[src/rtl/uart_fifo_pkg.sv]
// Shared constants for the UART byte FIFO.
// Parents that build UART buffers import these so every instance sizes the same way.
package uart_fifo_pkg;

  localparam int UART_FIFO_DEPTH  = 16;
  localparam int UART_FIFO_DATA_W = 8;

endpackage

[src/rtl/uart_fifo_ram.sv]
// Simple dual-port storage for the UART FIFO: one write port and one registered read port.
// Only the output register is reset, so a pop can never expose an unwritten location's X.
module uart_fifo_ram #(
  parameter int DATA_W = 8,
  parameter int DEPTH  = 16,
  parameter int AW     = 4
) (
  input  logic              clk,
  input  logic              rst_n,
  input  logic              we,
  input  logic [AW-1:0]     waddr,
  input  logic [DATA_W-1:0] wdata,
  input  logic              re,
  input  logic [AW-1:0]     raddr,
  output logic [DATA_W-1:0] q
);

  logic [DATA_W-1:0] mem [DEPTH];

  always_ff @(posedge clk) begin
    if (we) begin
      mem[waddr] <= wdata;
    end
  end

  // q only moves on an accepted pop; otherwise it keeps the last popped word.
  always_ff @(posedge clk or negedge rst_n) begin
    if (!rst_n) begin
      q <= '0;
    end else if (re) begin
      q <= mem[raddr];
    end
  end

endmodule

[src/rtl/uart_fifo.sv]
// Single-clock byte FIFO between the UART engine and the CPU bus.
// Pointer and occupancy control live here; storage is in uart_fifo_ram.
module uart_fifo
  import uart_fifo_pkg::*;
#(
  parameter int DATA_W = UART_FIFO_DATA_W,
  parameter int DEPTH  = UART_FIFO_DEPTH,
  localparam int AW    = $clog2(DEPTH)
) (
  input  logic              clk,
  input  logic              rst_n,
  input  logic              wrreq,
  input  logic [DATA_W-1:0] data,
  output logic              wrfull,
  input  logic              rdreq,
  output logic [DATA_W-1:0] q,
  output logic              rdempty,
  output logic [AW:0]       usedw
);

  localparam logic [AW:0] FULL_COUNT = (AW + 1)'(DEPTH);

  logic [AW-1:0] wptr;
  logic [AW-1:0] rptr;
  logic          wr_ok;
  logic          rd_ok;

  // Flags decode the registered count, so reset forces empty immediately.
  assign wrfull  = (usedw == FULL_COUNT);
  assign rdempty = (usedw == '0);
  assign wr_ok   = wrreq & ~wrfull;
  assign rd_ok   = rdreq & ~rdempty;

  always_ff @(posedge clk or negedge rst_n) begin
    if (!rst_n) begin
      wptr  <= '0;
      rptr  <= '0;
      usedw <= '0;
    end else begin
      if (wr_ok) begin
        wptr <= wptr + AW'(1);
      end
      if (rd_ok) begin
        rptr <= rptr + AW'(1);
      end
      case ({wr_ok, rd_ok})
        2'b10:   usedw <= usedw + (AW + 1)'(1);
        2'b01:   usedw <= usedw - (AW + 1)'(1);
        default: usedw <= usedw;
      endcase
    end
  end

  uart_fifo_ram #(
    .DATA_W (DATA_W),
    .DEPTH  (DEPTH),
    .AW     (AW)
  ) u_ram (
    .clk   (clk),
    .rst_n (rst_n),
    .we    (wr_ok),
    .waddr (wptr),
    .wdata (data),
    .re    (rd_ok),
    .raddr (rptr),
    .q     (q)
  );

endmodule

[config.mk]
export PLATFORM = sky130hd
export DESIGN_NAME = uart_fifo
export DESIGN_NICKNAME = d
export VERILOG_FILES = /design/src/rtl/uart_fifo_pkg.sv /design/src/rtl/uart_fifo_ram.sv /design/src/rtl/uart_fifo.sv
export SDC_FILE = /design/constraint.sdc
export NUM_CORES = 1
export LEC_CHECK = 0
export BUFFER_PORTS_ARGS = -buffer_cell sky130_fd_sc_hd__buf_2
export CORE_ASPECT_RATIO = 1.5
export CORE_UTILIZATION = 50
export DETAILED_ROUTE_END_ITERATION = 10
export GPL_TIMING_DRIVEN = 0
export PLACE_DENSITY = 0.69
export SLEW_MARGIN = 20
export SYNTH_ARGS = -nofsm -noshare
export SYNTH_HDL_FRONTEND = slang
export SYNTH_SLANG_ARGS = --single-unit
[constraint.sdc]
create_clock -name clk -period 6.65 [get_ports clk]
set_input_delay 0.3325 -clock clk [delete_from_list [all_inputs] [get_ports clk]]
set_output_delay 0.3325 -clock clk [all_outputs]
set_load 0.05 [all_outputs]
== Word level (Yosys, flattened, before mapping) ==
Memory sizes are Yosys's and may differ from the RTL's. A register that Yosys moved wholly into a read port is not among the register bits.
Index checks and enable logic that the tools add are counted.
Widths: inputs -> output; s select.

* RAM bits: 128
* Input port bits: 12
* Register bits after elaboration: 13
* Memories: 1
* Word-level logic and storage cells: 21

{| class="wikitable"
|+ Memories
! name !! depth !! width !! read ports !! clocked after Yosys merged registers in !! wr ports !! line !! text
|-
| u_ram.mem || 16 || 8 || 1 || 1 || 1 || uart_fifo_ram.sv:18 || <nowiki>logic [DATA_W-1:0] mem [DEPTH];</nowiki>
|}

* Reductions and logical operators: 3
* Bitwise logic cells: 4
* Equal/unequal tests: 3
* $add $sub $neg: 4
* Muxes and demuxes: 3

{| class="wikitable"
|+ Operators with widths
! cell !! number
|-
| $pmux 5 s2 || 1
|-
| $add 4x1->4 const B || 2
|-
| $add 5x1->5 const B || 1
|-
| $eq 5x5->1 const B || 1
|-
| $logic_not 5->1 || 1
|-
| $sub 5x1->5 const B || 1
|-
| $and 1x1->1 || 2
|-
| $eq 2x1->1 const B || 1
|-
| $eq 2x2->1 const B || 1
|-
| $mux 1 || 2
|-
| $not 1->1 || 2
|-
| $reduce_bool 2->1 || 1
|-
| $logic_not 1->1 || 1
|}

== Logic depth before layout (Yosys ltp) ==
Gate-level depths: netlist of the first run.

* Depth after elaboration: 5
* Mapped depth: 13
* Depth with buffers taken out: 12

== Hierarchy ==
From an unflattened synthesis of the first run, not the netlist that was laid out.

* Cells, all modules: 311
* Area total of the unflattened synthesis: 6119.6 µm²

{| class="wikitable"
|+ By module, submodules not included
! module !! cells an instance !! area each (µm²) !! times used
|-
| uart_fifo_ram || 240 || 5331.4 || 1
|-
| uart_fifo || 71 || 788.3 || 1
|}

== Worst setup path before layout of the first run ==
OpenSTA, ideal clock, no wires.

* Kind: flip-flop to flip-flop
* Start point: reg usedw[0]
* End point: reg usedw[4]
* Library setup time: 144 ps
* Stages on the path, launching flop included: 11
* Arrival: 3044 ps
* Required time: 6506 ps
* Path slack: 3462 ps
* Path buffers: 0
* Path through: dfrtp_1 or4_1 o21ai_2 inv_2 ha_1 ha_1 nor2b_1 o21ai_0 a21oi_1 or3b_2 xnor2_1

* Longest elaborated chain between the ends: 5
* Elaborated cells on any way between the ends: 12
* Those cells by class: add/sub: 2; eq/ne: 3; mux: 1; bitwise: 4; reduce/logical: 2

{| class="wikitable"
|+ RTL lines
! element !! line !! text
|-
| start, declared || uart_fifo.sv:18 || <nowiki>output logic [AW:0] usedw</nowiki>
|-
| start signal, assigned || uart_fifo.sv:47 || <nowiki>2'b10: usedw <= usedw + (AW + 1)'(1);</nowiki>
|-
| start signal, assigned || uart_fifo.sv:48 || <nowiki>2'b01: usedw <= usedw - (AW + 1)'(1);</nowiki>
|-
| start signal, assigned || uart_fifo.sv:49 || <nowiki>default: usedw <= usedw;</nowiki>
|-
| $logic_not 5->1 (*) || uart_fifo.sv:30 || <nowiki>assign rdempty = (usedw == '0);</nowiki>
|-
| $not 1->1 (*) || uart_fifo.sv:32 || <nowiki>assign rd_ok = rdreq & ~rdempty;</nowiki>
|-
| $and 1x1->1 (*) || uart_fifo.sv:32 ||
|-
| via rd_ok || uart_fifo.sv:26 || <nowiki>logic rd_ok;</nowiki>
|-
| $eq 2x1->1 / $eq 2x2->1 (equally long branches) || uart_fifo.sv:46 || <nowiki>case ({wr_ok, rd_ok})</nowiki>
|-
| $pmux 5 s2 / $reduce_bool 2->1 (equally long branches) || -- ||
|}

Mark *: on every way through the listed nets, which the timed path passes. The rest lies on a longest branch.
A chain may end at the register's enable or synchronous reset.

== Worst setup path after layout of the first run ==
Same ends and word-level chain as after synthesis.

==> results of run 1 <==
## worst max-delay path, cell delays in order (launching register included)
cell	delay [ns]
dfrtp_1	0.44
or4_1	0.58
o21ai_2	0.34
inv_2	0.15
ha_1	0.29
ha_1	0.34
nor2b_1	0.14
o21ai_0	0.23
a21oi_1	0.10
or3b_2	0.46
xnor2_1	0.14
## worst max path at each step
| stage | start | end | slack [ns] | cells past startpoint |
|---|---|---|---|---|
| 2_1_floorplan | usedw[0] | usedw[4] | 3.46 | 10 |
| 4_1_cts | usedw[0] | usedw[4] | 3.31 | 10 |
| 3_5_place_dp | usedw[0] | usedw[4] | 3.33 | 10 |
| 6_report | usedw[0] | usedw[4] | 3.32 | 10 |
| 5_1_grt | usedw[0] | usedw[4] | 3.14 | 10 |
| 3_3_place_gp | usedw[0] | usedw[4] | 3.38 | 10 |
## final cells by class
cell class | instances | share of cell area, %
tap | 150 | 2.71
inverter | 9 | 0.488
timing repair buffer | 29 | 2.24
clock buffer | 17 | 6.15
sequential | 149 | 63.2
buffer | 16 | 1.25
clock inverter | 15 | 2.80
multi-input combinational | 142 | 21.2
## registers in the layout (all words and copies together), names as in the netlist
signal and flops:
u_ram.q 8, usedw 5, wptr 4, u_ram.mem 128
rptr 4
## kinds of logic after synthesis
logic type | after synthesis
xor gates and xnor gates | 10
buffers and inverters | 25
adders and majority gates | 10
and+or+nand+nor | 59
AOI/OAI and AO/OA | 22
muxes | 41
DFF | 149
## layer usage
layer	GRT usage, %	share of wire (%)
met5	0	0
met4	8.02	1.7
met3	4.04	3.3
met2	36.9	56
met1	22.4	39
## Yosys cell counts, types with 5 or more instances
cell / number / area share, %
o21ai_0: 11 / 0.93
mux4_2: 33 / 13
edfxtp_1: 128 / 65
buf_2: 6 / 0.51
mux2i_1: 8 / 1.3
inv_1: 8 / 0.51
dfrtp_1: 21 / 8.9
nand2_1: 30 / 1.9
clkbuf_1: 5 / 0.32
ha_1: 9 / 1.9
nor2_1: 13 / 0.82
xnor2_1: 8 / 1.2
o221ai_1: 7 / 1.0
## power groups by stage
stage	combinational (mW)	clock (mW)	sequential (mW)
final	1.00	0.992	1.23
after global routing	1.08	1.04	1.24
after CTS	1.02	1.01	1.23
after detailed placement	1.01	0	1.25
after global placement	0.988	0	1.24
after floorplan	0.619	0	1.37
## through the flow
step / std cells / utilization [%] / power (mW) / cell area, µm²
2_1_floorplan: 316 / - / 1.99 / 5930
3_3_place_gp: 492 / 54.2 / 2.23 / 6250
3_5_place_dp: 494 / 54.5 / 2.26 / 6290
4_1_cts: 527 / 60.0 / 3.25 / 6920
5_1_grt: 527 / 60.0 / 3.37 / 6920
6_report: 527 / 60.0 / 3.22 / 6920
==> reports/metrics.cfg, run 1 <==
[power]
clockPowerShare_pct = 30.8
seq_power_share_pct = 38.1
pwr-share-comb_pct = 31.1
switching_share_pct = 33.0
p_leak_nw = 2.43
vdd_drop_max_mv = 0.215
power_density_nw_per_um2 = 466
switchingPower_mw = 1.06
power.internal_mw = 2.16

[worst_setup_path]
end_kind = flop
path_max_fanout = 9
cp.arrival_ns = 3.63
timing.rr.end = usedw[4]
rr_worst_depth = 10
rrSetupSlack_ns = 3.32
worstPathRequired_ns = 6.95
crit_type = flop to flop
worst_setup_path_start_kind = flop
r2r_start = usedw[0]

[placed_design]
port-buffer-count = 26
gp_congestion = 0.737
place_hpwl_um = 7470
dpl_worst_slack_ns = 3.33

[hold_path]
min_path_cells = 1
min_from = data[0]
min_to = u_ram.mem[4][0]
min_path_type = primary input to flop

[timing]
fin_ws_ns = 3.32
slew_headroom_pct = 35.9
setup_viol = 0
fin_skew_ns = 0.00813
period_needed_ns = 3.33
hold_viol = 0
slew_viol_final = 0
maxClockFrequency_mhz = 301
fin_setup_tns_ns = 0
rsz0062_at_grt = no
whs_ns = 0.290
fin_crit_sh_pct = 50.0
tightestPinTransition_ns = 0.957

[detailed_routing]
wl_um = 11100
drt_iter0_markers = 228
wl_per_cell_um = 21.1
drt-pass1-iter-count = 4
vias_per_cell = 5.62
drc = 0
num_vias = 2960
antenna_left = 0

[yosys]
synth-edff-count = 128
synth_top_family_by_area = multiplexers
synthesis.area_um2 = 5930
synth-xor-area-share_pct = 1.48
ys_ff_latch = 149
synth-simple-area-share_pct = 4.36
async_flop_share_pct = 14.1
synth_fa_ha_area_share_pct = 2.23
synth_compound_area_share_pct = 2.40
yosysSeqAreaShare_pct = 73.6
synthCells = 316
yosys_warnings = 0
synth.mux.area_fraction_pct = 13.9
synth_nets = 338
syn-mean-instance-area_um2 = 18.8
ys_types = 32
synthFlopType = edfxtp_1

[final_layout]
drive_gt1_share_pct = 29.4
layout_common_cells = edfxtp_1 (128), mux4_2 (33), buf_2 (32), nand2_1 (30), dfrtp_1 (21)
num_antenna_cells = 0
nets = 386
layout_commonest_cell = edfxtp_1
seqCellArea_um2 = 4370
multiInputGateArea_um2 = 1470
area_growth_pct = 16.6
fill_cells = 867

[grt]
grt_max_degree = 22
grt-ovfl-total = 0
track_usage_pct = 19.9
antenna_found_initial = 0
grt_pass1_vias = 3185
grt_pass1_wl_um = 17500

[floorplanning]
initial_core_util_pct = 51.5
dieArea_um2 = 12300
boundaryPins = 27
core_area_um2 = 11500
die_x_um = 91.0
num_rows = 48
die_h_um = 135

[clock_network]
cts-root-buf = clkbuf_16
clk_pin_slew_ns = 0.07
cts_tree = yes
post_cts_buffers = 0
hold_buffers = 1
clkLatencyLatePin_ns = 0.42
htreeDepth = 4
cts_resized = 0
cts_made_buffers = 17
cts_num_sinks = 149
cts_buffer_depth = 2

[status]
status = completed

[flow_run]
cap_viol_max_count = 0

No activity file was read; power rests on OpenSTA's default activity.
==> inputs of run 2 (changes only) <==
PLACE_DENSITY = 0.72   (was 0.69)
clock period = 2.7 ns   (was 6.65 ns; I/O delays follow)
==> reports/metrics.cfg, run 2 (same netlist as run 1, synthesis figures left out) <==
[detailed_routing]
drc = 0  ; unchanged
vias_per_cell = 5.52  ; -1.7%
drt-pass1-iter-count = 4  ; unchanged
wl_per_cell_um = 20.8  ; -1.8%
wl_um = 11000  ; -1.1%
num_vias = 2931  ; -0.98%
antenna_left = 0  ; unchanged
drt_iter0_markers = 168  ; -26%

[final_layout]
layout_commonest_cell = edfxtp_1
layout_common_cells = edfxtp_1 (128), mux4_2 (33), buf_2 (32), nand2_1 (30)
largest_reg_flops = 128  ; unchanged
drive_gt1_share_pct = 33.6  ; +4.2 points
nets = 390  ; +1.0%
area_growth_pct = 17.3
top_regs = u_ram.mem x128, u_ram.q x8, usedw x5
multiInputGateArea_um2 = 1520  ; +3.4%
largest_register = u_ram.mem
num_antenna_cells = 0  ; unchanged
seqCellArea_um2 = 4370  ; +0.11%
stdcell_count = 531  ; +0.76%
fill_cells = 850  ; -2.0%

[timing]
hold_viol = 0  ; unchanged
rsz0062_at_grt = yes
setup_viol = 0  ; unchanged
fin_skew_ns = 0.00516  ; -0.00298 ns
tightestPinTransition_ns = 0.897  ; -0.0606 ns
slew_viol_final = 0  ; unchanged
fin_crit_sh_pct = 99.1  ; +49 points
slew_headroom_pct = 40.0  ; +4.1 points
maxClockFrequency_mhz = 374  ; +24%
fin_ws_ns = 0.0244  ; -3.30 ns
period_needed_ns = 2.68  ; -0.652 ns
whs_ns = 0.0965  ; -0.194 ns

[flow_run]
cap_viol_max_count = 0  ; unchanged

[placed_design]
place_hpwl_um = 7120  ; -4.6%
port-buffer-count = 26  ; unchanged
gp_congestion = 0.775  ; +5.1%
dpl_worst_slack_ns = -0.160  ; -3.49 ns
dp.cells = 494  ; unchanged

[worst_setup_path]
path_max_fanout = 5  ; -4
worstPathRequired_ns = 2.99  ; -3.96 ns
cp.arrival_ns = 2.97  ; -0.66 ns
crit_type = flop to flop
worst_setup_path_start_kind = flop
end_kind = flop

[floorplanning]
boundaryPins = 27  ; unchanged
initial_core_util_pct = 51.5  ; unchanged
core_area_um2 = 11500  ; unchanged
die_x_um = 91.0  ; unchanged
die_h_um = 135  ; unchanged
num_rows = 48  ; unchanged
dieArea_um2 = 12300  ; unchanged

[clock_network]
cts-root-buf = clkbuf_16
cts_made_buffers = 17  ; unchanged
htreeDepth = 4  ; unchanged
cts_num_sinks = 149  ; unchanged
clk_pin_slew_ns = 0.06  ; about the same
cts_buffer_depth = 2  ; unchanged
cts_tree = yes
clkLatencyLatePin_ns = 0.41  ; about the same

[grt]
grt_max_degree = 22  ; unchanged
grt-ovfl-total = 0  ; unchanged
antenna_found_initial = 0  ; unchanged
track_usage_pct = 19.9  ; -0.062 points
grt_pass1_vias = 3099  ; -2.7%
grt_pass1_wl_um = 17400  ; -0.63%

[power]
power_density_nw_per_um2 = 1120  ; +140%
p_leak_nw = 2.42  ; -0.26%
vdd_drop_max_mv = 0.529  ; +150%

[hold_path]
min_path_type = primary input to flop

[status]
status = completed

[run 2: power breakdown]
part	switching, mW	leakage [nW]	internal, mW	total [mW]
clock network	0.951	0.269	1.29	2.24
logic	1.52	0.751	1.03	2.56
registers	0.149	1.40	2.87	3.02
total	2.63	2.42	5.20	7.82
[run 2: timing repair]
action                     4_1_cts  5_1_grt
gates resized for setup          3        2
setup buffers                    5        0
setup endpoints to repair        1        1
hold buffers                     1        0
hold endpoints to repair        21        0
pin swaps                        4        0
[run 2: metrics by stage]
step	area [µm²]	total power [mW]	TNS, ns	utilization (%)
6_report	6960	7.82	0	60.4
5_1_grt	6960	8.22	-0.0861	60.4
4_1_cts	6960	7.90	0	60.4
3_5_place_dp	6340	5.61	-0.160	55.0
3_3_place_gp	6300	5.53	-0.141	54.7
2_1_floorplan	5980	4.96	-0.0869	-
[run 2: worst paths after layout]
| kind | start | end | slack [ns] | cells after the start |
|---|---|---|---|---|
| min in group asynchronous | rst_n | usedw[1] | 0.24 | 2 |
| max | usedw[0] | usedw[4] | 0.02 | 10 |
| max reg2reg | usedw[0] | usedw[4] | 0.02 | 10 |
| min reg2reg | u_ram.q[6] | u_ram.q[6] | 0.47 | 2 |
| min | data[0] | u_ram.mem[4][0] | 0.1 | 1 |
| max in group asynchronous | rst_n | usedw[3] | 2.07 | 2 |
[run 2: layout make-up]
| cell class | count | share of cell area [%] |
|---|---|---|
| plain buffers | 15 | 1.19 |
| flip-flops and latches | 149 | 62.8 |
| repair buffers | 34 | 2.77 |
| inverters | 9 | 0.557 |
| clock inverters | 15 | 2.10 |
| well taps | 150 | 2.70 |
| clock buffers | 17 | 6.11 |
| multi-input cells | 142 | 21.8 |
[run 2: critical path: stages, from the launching register on]
cell     delay [ns]
dfrtp_2        0.42
or4_4          0.57
o21ai_4        0.20
inv_4          0.08
ha_4           0.19
ha_4           0.22
nor2b_1        0.13
o21ai_1        0.15
a21oi_1        0.09
or3b_4         0.38
xnor2_1        0.13
[run 2: metal layers]
| layer | track usage, % | vias to the layer above | wire, µm |
|---|---|---|---|
| li1 | - | 1346 | - |
| met1 | 23.5 | 1503 | 4420 |
| met2 | 34.5 | 63 | 5960 |
| met3 | 4.60 | 19 | 340 |
| met4 | 9.26 | 0 | 299 |
| met5 | 0 | - | 0 |
